$ cat src/rtl/ps2_rx_fifo_pkg.sv
// Shared types and helpers for the PS/2 receive path: deframer states,
// frame length and the odd-parity check.
`timescale 1ns/1ps
package ps2_pkg;

    typedef enum logic [1:0] {
        IDLE,
        DATA,
        PARITY,
        STOP
    } ps2_state_t;

    localparam int PS2_FRAME_BITS = 11;

    // True when the 8 data bits plus the parity bit hold an odd number of ones.
    function automatic logic odd_parity_ok(input logic [7:0] data, input logic parity);
        return ^{data, parity};
    endfunction

endpackage

$ cat src/rtl/ps2_rx_fifo_if.sv
// Consumer-side handshake of the PS/2 scan-code buffer.
`timescale 1ns/1ps
interface ps2_rx_fifo_if;
    logic       rx_read;
    logic [7:0] rx_scan_code;
    logic       rx_data_ready;
    logic       rx_frame_err;
    logic       rx_overflow;

    modport master (
        input  rx_read,
        output rx_scan_code,
        output rx_data_ready,
        output rx_frame_err,
        output rx_overflow
    );

    modport slave (
        output rx_read,
        input  rx_scan_code,
        input  rx_data_ready,
        input  rx_frame_err,
        input  rx_overflow
    );
endinterface

$ cat src/rtl/ps2_rx_fifo_buf.sv
// Synchronous circular FIFO with registered pop data; storage has no reset so
// it can map onto distributed or block RAM.
`timescale 1ns/1ps
module ps2_rx_fifo_buf #(
    parameter int DEPTH = 8,
    parameter int WIDTH = 8
) (
    input  logic                       clk,
    input  logic                       reset_n,
    input  logic                       push,
    input  logic [WIDTH-1:0]           push_data,
    input  logic                       pop,
    output logic [WIDTH-1:0]           rd_data,
    output logic                       full,
    output logic                       empty,
    output logic [$clog2(DEPTH):0]     count
);
    localparam int AW = $clog2(DEPTH);
    localparam logic [AW:0] FULL_CNT = (AW + 1)'(DEPTH);

    logic [WIDTH-1:0] mem [DEPTH];
    logic [AW:0]      wr_ptr_reg;
    logic [AW:0]      rd_ptr_reg;
    logic [AW:0]      count_reg;
    logic [WIDTH-1:0] rd_data_reg;
    logic             do_push;
    logic             do_pop;

    assign full    = (count_reg == FULL_CNT);
    assign empty   = (count_reg == '0);
    assign do_pop  = pop && !empty;
    // A pop in the same cycle frees the slot, so a full FIFO still accepts.
    assign do_push = push && (!full || do_pop);

    always_ff @(posedge clk) begin
        if (do_push)
            mem[wr_ptr_reg[AW-1:0]] <= push_data;
    end

    always_ff @(posedge clk or negedge reset_n) begin
        if (!reset_n) begin
            wr_ptr_reg  <= '0;
            rd_ptr_reg  <= '0;
            count_reg   <= '0;
            rd_data_reg <= '0;
        end else begin
            if (do_push)
                wr_ptr_reg <= wr_ptr_reg + 1'b1;
            if (do_pop) begin
                rd_data_reg <= mem[rd_ptr_reg[AW-1:0]];
                rd_ptr_reg  <= rd_ptr_reg + 1'b1;
            end
            case ({do_push, do_pop})
                2'b10:   count_reg <= count_reg + 1'b1;
                2'b01:   count_reg <= count_reg - 1'b1;
                default: count_reg <= count_reg;
            endcase
        end
    end

    assign rd_data = rd_data_reg;
    assign count   = count_reg;

endmodule

$ cat src/rtl/ps2_rx_fifo.sv
// PS/2 device-to-host receiver: pin conditioning, 11-bit frame deframer with
// timeout, and a scan-code FIFO read through a pop-on-read handshake.
`timescale 1ns/1ps
module ps2_rx_fifo
    import ps2_pkg::*;
#(
    parameter int FILTER_LEN  = 8,
    parameter int TIMEOUT_CYC = 1400,
    parameter int FIFO_DEPTH  = 8
) (
    input  logic          clk,
    input  logic          reset_n,
    input  logic          ps2_clk,
    input  logic          ps2_data,
    ps2_rx_fifo_if.master bus
);
    localparam int FW = $clog2(FILTER_LEN + 1);
    localparam int TW = $clog2(TIMEOUT_CYC + 1);
    localparam int CW = $clog2(FIFO_DEPTH) + 1;

    // Bit 0 carries ps2_clk, bit 1 carries ps2_data.
    logic [1:0]    meta_reg;
    logic [1:0]    sync_reg;
    logic          clk_s;
    logic          data_s;

    logic [FW-1:0] filt_cnt_reg;
    logic          filt_level_reg;
    logic          disagree;
    logic          flip;
    logic          fall;

    ps2_state_t    state_reg,  state_next;
    logic [7:0]    shift_reg,  shift_next;
    logic [2:0]    bit_cnt_reg, bit_cnt_next;
    logic          parity_reg, parity_next;
    logic [TW-1:0] to_cnt_reg, to_cnt_next;
    logic          err_reg,    err_next;
    logic          push_reg,   push_next;
    logic          overflow_reg;

    logic          fifo_full;
    logic          fifo_empty;
    logic [CW-1:0] fifo_count;
    logic          pop_ok;

    always_ff @(posedge clk or negedge reset_n) begin
        if (!reset_n) begin
            meta_reg <= 2'b11;
            sync_reg <= 2'b11;
        end else begin
            meta_reg <= {ps2_data, ps2_clk};
            sync_reg <= meta_reg;
        end
    end

    assign clk_s  = sync_reg[0];
    assign data_s = sync_reg[1];

    // Level only changes after FILTER_LEN consecutive disagreeing samples.
    assign disagree = (clk_s != filt_level_reg);
    assign flip     = disagree && (filt_cnt_reg == FW'(FILTER_LEN - 1));
    assign fall     = flip && filt_level_reg;

    always_ff @(posedge clk or negedge reset_n) begin
        if (!reset_n) begin
            filt_cnt_reg   <= '0;
            filt_level_reg <= 1'b1;
        end else if (!disagree) begin
            filt_cnt_reg <= '0;
        end else if (flip) begin
            filt_cnt_reg   <= '0;
            filt_level_reg <= ~filt_level_reg;
        end else begin
            filt_cnt_reg <= filt_cnt_reg + 1'b1;
        end
    end

    always_ff @(posedge clk or negedge reset_n) begin
        if (!reset_n) begin
            state_reg   <= IDLE;
            shift_reg   <= '0;
            bit_cnt_reg <= '0;
            parity_reg  <= 1'b0;
            to_cnt_reg  <= '0;
            err_reg     <= 1'b0;
            push_reg    <= 1'b0;
        end else begin
            state_reg   <= state_next;
            shift_reg   <= shift_next;
            bit_cnt_reg <= bit_cnt_next;
            parity_reg  <= parity_next;
            to_cnt_reg  <= to_cnt_next;
            err_reg     <= err_next;
            push_reg    <= push_next;
        end
    end

    always_comb begin
        state_next   = state_reg;
        shift_next   = shift_reg;
        bit_cnt_next = bit_cnt_reg;
        parity_next  = parity_reg;
        to_cnt_next  = fall ? '0 : to_cnt_reg + 1'b1;
        err_next     = 1'b0;
        push_next    = 1'b0;

        case (state_reg)
            IDLE: begin
                to_cnt_next = '0;
                if (fall) begin
                    if (!data_s) begin
                        state_next   = DATA;
                        bit_cnt_next = '0;
                    end else begin
                        err_next = 1'b1;
                    end
                end
            end
            DATA: begin
                if (fall) begin
                    shift_next   = {data_s, shift_reg[7:1]};
                    bit_cnt_next = bit_cnt_reg + 1'b1;
                    if (bit_cnt_reg == 3'd7)
                        state_next = PARITY;
                end
            end
            PARITY: begin
                if (fall) begin
                    parity_next = data_s;
                    state_next  = STOP;
                end
            end
            STOP: begin
                if (fall) begin
                    if (data_s && odd_parity_ok(shift_reg, parity_reg))
                        push_next = 1'b1;
                    else
                        err_next = 1'b1;
                    state_next = IDLE;
                end
            end
            default: state_next = IDLE;
        endcase

        // A stalled partial frame is abandoned so the next start bit resyncs.
        if (state_reg != IDLE && !fall && to_cnt_reg == TW'(TIMEOUT_CYC - 1)) begin
            err_next    = 1'b1;
            state_next  = IDLE;
            to_cnt_next = '0;
        end
    end

    assign pop_ok = bus.rx_read && !fifo_empty;

    always_ff @(posedge clk or negedge reset_n) begin
        if (!reset_n)
            overflow_reg <= 1'b0;
        else if (push_reg && fifo_full && !pop_ok)
            overflow_reg <= 1'b1;
    end

    ps2_rx_fifo_buf #(
        .DEPTH (FIFO_DEPTH),
        .WIDTH (8)
    ) u_buf (
        .clk       (clk),
        .reset_n   (reset_n),
        .push      (push_reg),
        .push_data (shift_reg),
        .pop       (pop_ok),
        .rd_data   (bus.rx_scan_code),
        .full      (fifo_full),
        .empty     (fifo_empty),
        .count     (fifo_count)
    );

    assign bus.rx_data_ready = (fifo_count != '0);
    assign bus.rx_frame_err  = err_reg;
    assign bus.rx_overflow   = overflow_reg;

endmodule

$ cat src/flat_wrapper.sv
// flat-port wrapper written by rule: the top's interface ports become plain ports
module ps2_rx_fifo_flat import ps2_pkg::*;
#(
    parameter int FILTER_LEN  = 8,
    parameter int TIMEOUT_CYC = 1400,
    parameter int FIFO_DEPTH  = 8
)
  (clk, reset_n, ps2_clk, ps2_data, bus_rx_read, bus_rx_scan_code, bus_rx_data_ready, bus_rx_frame_err, bus_rx_overflow);
  ps2_rx_fifo_if bus_i ();
  input  logic clk;
  input  logic reset_n;
  input  logic ps2_clk;
  input  logic ps2_data;
  input wire logic [$bits(bus_i.rx_read)-1:0] bus_rx_read;
  output wire logic [$bits(bus_i.rx_scan_code)-1:0] bus_rx_scan_code;
  output wire logic [$bits(bus_i.rx_data_ready)-1:0] bus_rx_data_ready;
  output wire logic [$bits(bus_i.rx_frame_err)-1:0] bus_rx_frame_err;
  output wire logic [$bits(bus_i.rx_overflow)-1:0] bus_rx_overflow;
  assign bus_i.rx_read = bus_rx_read;
  assign bus_rx_scan_code = bus_i.rx_scan_code;
  assign bus_rx_data_ready = bus_i.rx_data_ready;
  assign bus_rx_frame_err = bus_i.rx_frame_err;
  assign bus_rx_overflow = bus_i.rx_overflow;
  ps2_rx_fifo #(.FILTER_LEN(FILTER_LEN), .TIMEOUT_CYC(TIMEOUT_CYC), .FIFO_DEPTH(FIFO_DEPTH)) u_core (.clk(clk), .reset_n(reset_n), .ps2_clk(ps2_clk), .ps2_data(ps2_data), .bus(bus_i));
endmodule
$ cat config.mk
export PLATFORM = sky130hd
export DESIGN_NAME = ps2_rx_fifo_flat
export DESIGN_NICKNAME = d
export VERILOG_FILES = /design/src/rtl/ps2_rx_fifo_pkg.sv /design/src/rtl/ps2_rx_fifo_if.sv /design/src/rtl/ps2_rx_fifo_buf.sv /design/src/rtl/ps2_rx_fifo.sv /design/src/flat_wrapper.sv
export SDC_FILE = /design/constraint.sdc
export NUM_CORES = 1
export LEC_CHECK = 0
export CORE_ASPECT_RATIO = 1.25
export CORE_MARGIN = 3
export CORE_UTILIZATION = 55
export CTS_CLUSTER_SIZE = 10
export DETAILED_ROUTE_END_ITERATION = 10
export HOLD_SLACK_MARGIN = 0.08
export MAX_ROUTING_LAYER = met4
export PLACE_DENSITY = 0.73
export SLEW_MARGIN = 10
export SYNTH_ARGS = -nofsm -noshare
export SYNTH_HDL_FRONTEND = slang
export SYNTH_HIERARCHICAL = 1
export SYNTH_SLANG_ARGS = --single-unit
$ cat constraint.sdc
create_clock -name clk -period 8.1 [get_ports clk]
set_clock_uncertainty 0.2 [all_clocks]
set_input_delay 1.215 -clock clk [delete_from_list [all_inputs] [get_ports clk]]
set_output_delay 1.215 -clock clk [all_outputs]
set_load 0.05 [all_outputs]
==> impl_metrics.json <==
{
  "fin_crit_sh": 0.449,
  "hold_path_class": "reg2reg",
  "worstSetupPathType": "reg2out",
  "synth.avg_cell_area_um2": 14.1,
  "cts.sinks": 119,
  "cts_buffers": 17,
  "die_area_um2": 10600,
  "fill_cells": 658,
  "synth-edff-count": 64,
  "drt-vias-per-instance": 5.62,
  "ir_drop_mv": 0.156,
  "synth-xor-area-share": 0.0416,
  "start_kind": "register",
  "grt_max_degree": 56,
  "cpPeakStageDelay_ps": 710,
  "grt_overflow": 0,
  "worst_path_max_delay_cell": "clkdlybuf4s50_1",
  "synth.distinct_cells": 55,
  "dieHeight_um": 114,
  "ys_seq_area_frac": 0.639,
  "fmax_mhz": 275,
  "utilization": 0.666,
  "cp-endpoint": "bus_rx_data_ready",
  "finalSetupViolCount": 0,
  "synthesis.area_um2": 5170,
  "rrSetupSlack_ps": 4900,
  "ys_ff_latch": 119,
  "drv_slew": 0,
  "post_cts_buffers": 0,
  "grt_use_total": 0.192,
  "status": "finished, final reports clean",
  "p_leak_nw": 2.36,
  "ant_nets": 0,
  "grt_pass1_wl_um": 14900,
  "async_reset_ff_frac": 0.462,
  "required_ps": 6680,
  "wirelength_um": 8990,
  "clk_pin_slew_ps": 50,
  "path_cells": "or4_1, clkdlybuf4s50_1",
  "stdcell_area_um2": 5950,
  "largest_reg_flops": 64,
  "critical_path_buf_inv_count": 1,
  "fp-row-count": 38,
  "synth_ff_type": "edfxtp_1",
  "cts-resized-gates": 0,
  "via_count": 2955,
  "nets": 412,
  "grt_setup_unrepaired": "false",
  "drv_cap": 0,
  "arrival_ps": 2220,
  "antenna-diode-count": 0,
  "finalHoldViolations": 0,
  "cts_buffer_depth": 2,
  "yosys.area_share.adder": 0.0353,
  "path_max_fanout": 6,
  "ctsHoldBuffers": 0,
  "syn_inst": 367,
  "place_congestion": 0.753,
  "drtPass1Iterations": 4,
  "port_buffers": 15,
  "drc": 0,
  "min_period_ps": 3630,
  "first_global_vias": 3025,
  "cp_num_cells": 2,
  "clkLatencyLatePin_ps": 500,
  "synthMuxAreaShare": 0.0917,
  "synth_top_family_by_area": "simple AND/OR/NAND/NOR gates",
  "tightest_slew_ps": 1090,
  "cts_tree": "done",
  "place_area_um2": 5410,
  "ff2ff_path_depth": 7,
  "io_pins": 16,
  "dr.first_iter.drc_count": 168,
  "ys_warn_count": 6,
  "area_growth_pct": 15.2,
  "end_kind": "output port",
  "worst_slack_ps": 4470,
  "cts_root_buf": "clkbuf_8",
  "synth_nets": 386,
  "synth-simple-area-share": 0.0944,
  "fin_setup_tns_ps": 0,
  "synth-compound-area-share": 0.0724,
  "r2r_end": "u_core/u_buf/count[3]",
  "p_per_area_nw_per_um2": 323,
  "antenna_found_initial": 0,
  "r2r_start": "u_core/u_buf/count[1]",
  "startpoint": "u_core/u_buf/count[1]",
  "coreArea_um2": 8940,
  "post-place-ws_ps": 3970,
  "wl_per_cell_um": 17.1,
  "drive_gt1_frac": 0.177,
  "max_slew_margin": 0.269,
  "h-tree-depth": 4,
  "die_w_um": 92.7,
  "critPathTopFamily": "buffers and inverters",
  "post-dp-hpwl_um": 5960,
  "total_power_mw": 1.92,
  "start_util": 0.578
}
per-stage QoR:
stage,std cells,hold slack [ps]
after floorplan,367,145
after global placement,494,145
after detailed placement,494,150
after CTS,526,158
after global routing,526,163
final,526,155
report_power, final:
part | leakage [nW] | switching (mW) | total (mW) | internal [mW]
registers | 1.28 | 0.0615 | 0.760 | 0.698
clock network | 0.270 | 0.229 | 0.660 | 0.431
logic | 0.815 | 0.307 | 0.502 | 0.195
total | 2.36 | 0.597 | 1.92 | 1.32
routing by layer:
| layer | vias to the layer above | track usage | part of all wire |
|---|---|---|---|
| li1 | 1416 | - | - |
| met1 | 1476 | 0.225 | 0.42 |
| met2 | 61 | 0.314 | 0.54 |
| met3 | 2 | 0.0526 | 0.040 |
| met4 | 0 | 0.0850 | 0.0043 |
| met5 | - | - | 0 |
cells in the final DEF, fill, tap and decap left out, drive strengths merged, types with 9 or more instances in the layout:
master / n
nand2: 29
xnor2: 16
inv: 10
o21ai: 15
ha: 13
edfxtp: 64
clkbuf: 30
dfrtp: 50
mux2: 27
mux2i: 17
nor2: 19
nor3: 9
clkdlybuf4s50: 14
Yosys cell counts, drive strengths merged (2+ instances only):
library cell   n  area, um^2
a32oi          2        17.5
nand2         29         114
a221o          8        80.1
nand2b         4        25.0
a21oi          5        28.8
nor4           3        18.8
buf            8        68.8
xor2           6        52.6
and3           3        18.8
inv           10        37.5
clkbuf         4        15.0
o21ai         15        75.1
dfrtp         50        1250
nor2b          6        37.5
nor3           9        45.0
mux2i         17         170
o21a           2        22.5
ha            13         163
and4           3        26.3
mux2          27         304
dfstp          5         131
nor3b          3        27.5
a31oi          2        12.5
o22ai          8        50.1
nand3          5        25.0
xnor2         16         140
nor2          19        71.3
or3            3        18.8
edfxtp        64        1920
area by class of cell:
class / instances / area, um^2 / area share
clock inverter: 2 / 10.0 / 0.00168
sequential: 119 / 3300 / 0.555
inverter: 11 / 46.3 / 0.00778
timing repair buffer: 19 / 175 / 0.0294
tap: 120 / 150 / 0.0252
clock buffer: 30 / 533 / 0.0895
multi-input combinational: 225 / 1730 / 0.291
worst min path at each step:
stage	from	endpoint	slack [ps]	cells past startpoint
finish	u_core/meta_reg[0]	u_core/sync_reg[0]	150	0
global route	u_core/meta_reg[1]	u_core/sync_reg[1]	160	0
CTS	u_core/meta_reg[0]	u_core/sync_reg[0]	160	0
detailed placement	u_core/meta_reg[0]	u_core/sync_reg[0]	150	0
global placement	u_core/meta_reg[0]	u_core/sync_reg[0]	150	0
floorplan	u_core/meta_reg[0]	u_core/sync_reg[0]	150	0
kinds of logic after synthesis:
| kind of cell | count (synthesis) |
|---|---|
| multiplexers | 44 |
| AO/OA/AOI/OAI | 50 |
| AND/OR/NAND/NOR | 94 |
| flip-flops | 119 |
| adder cells (fa/ha/maj) | 14 |
| XOR/XNOR | 23 |
| buffers and inverters | 23 |
No activity file was read; power rests on OpenSTA's default activity.
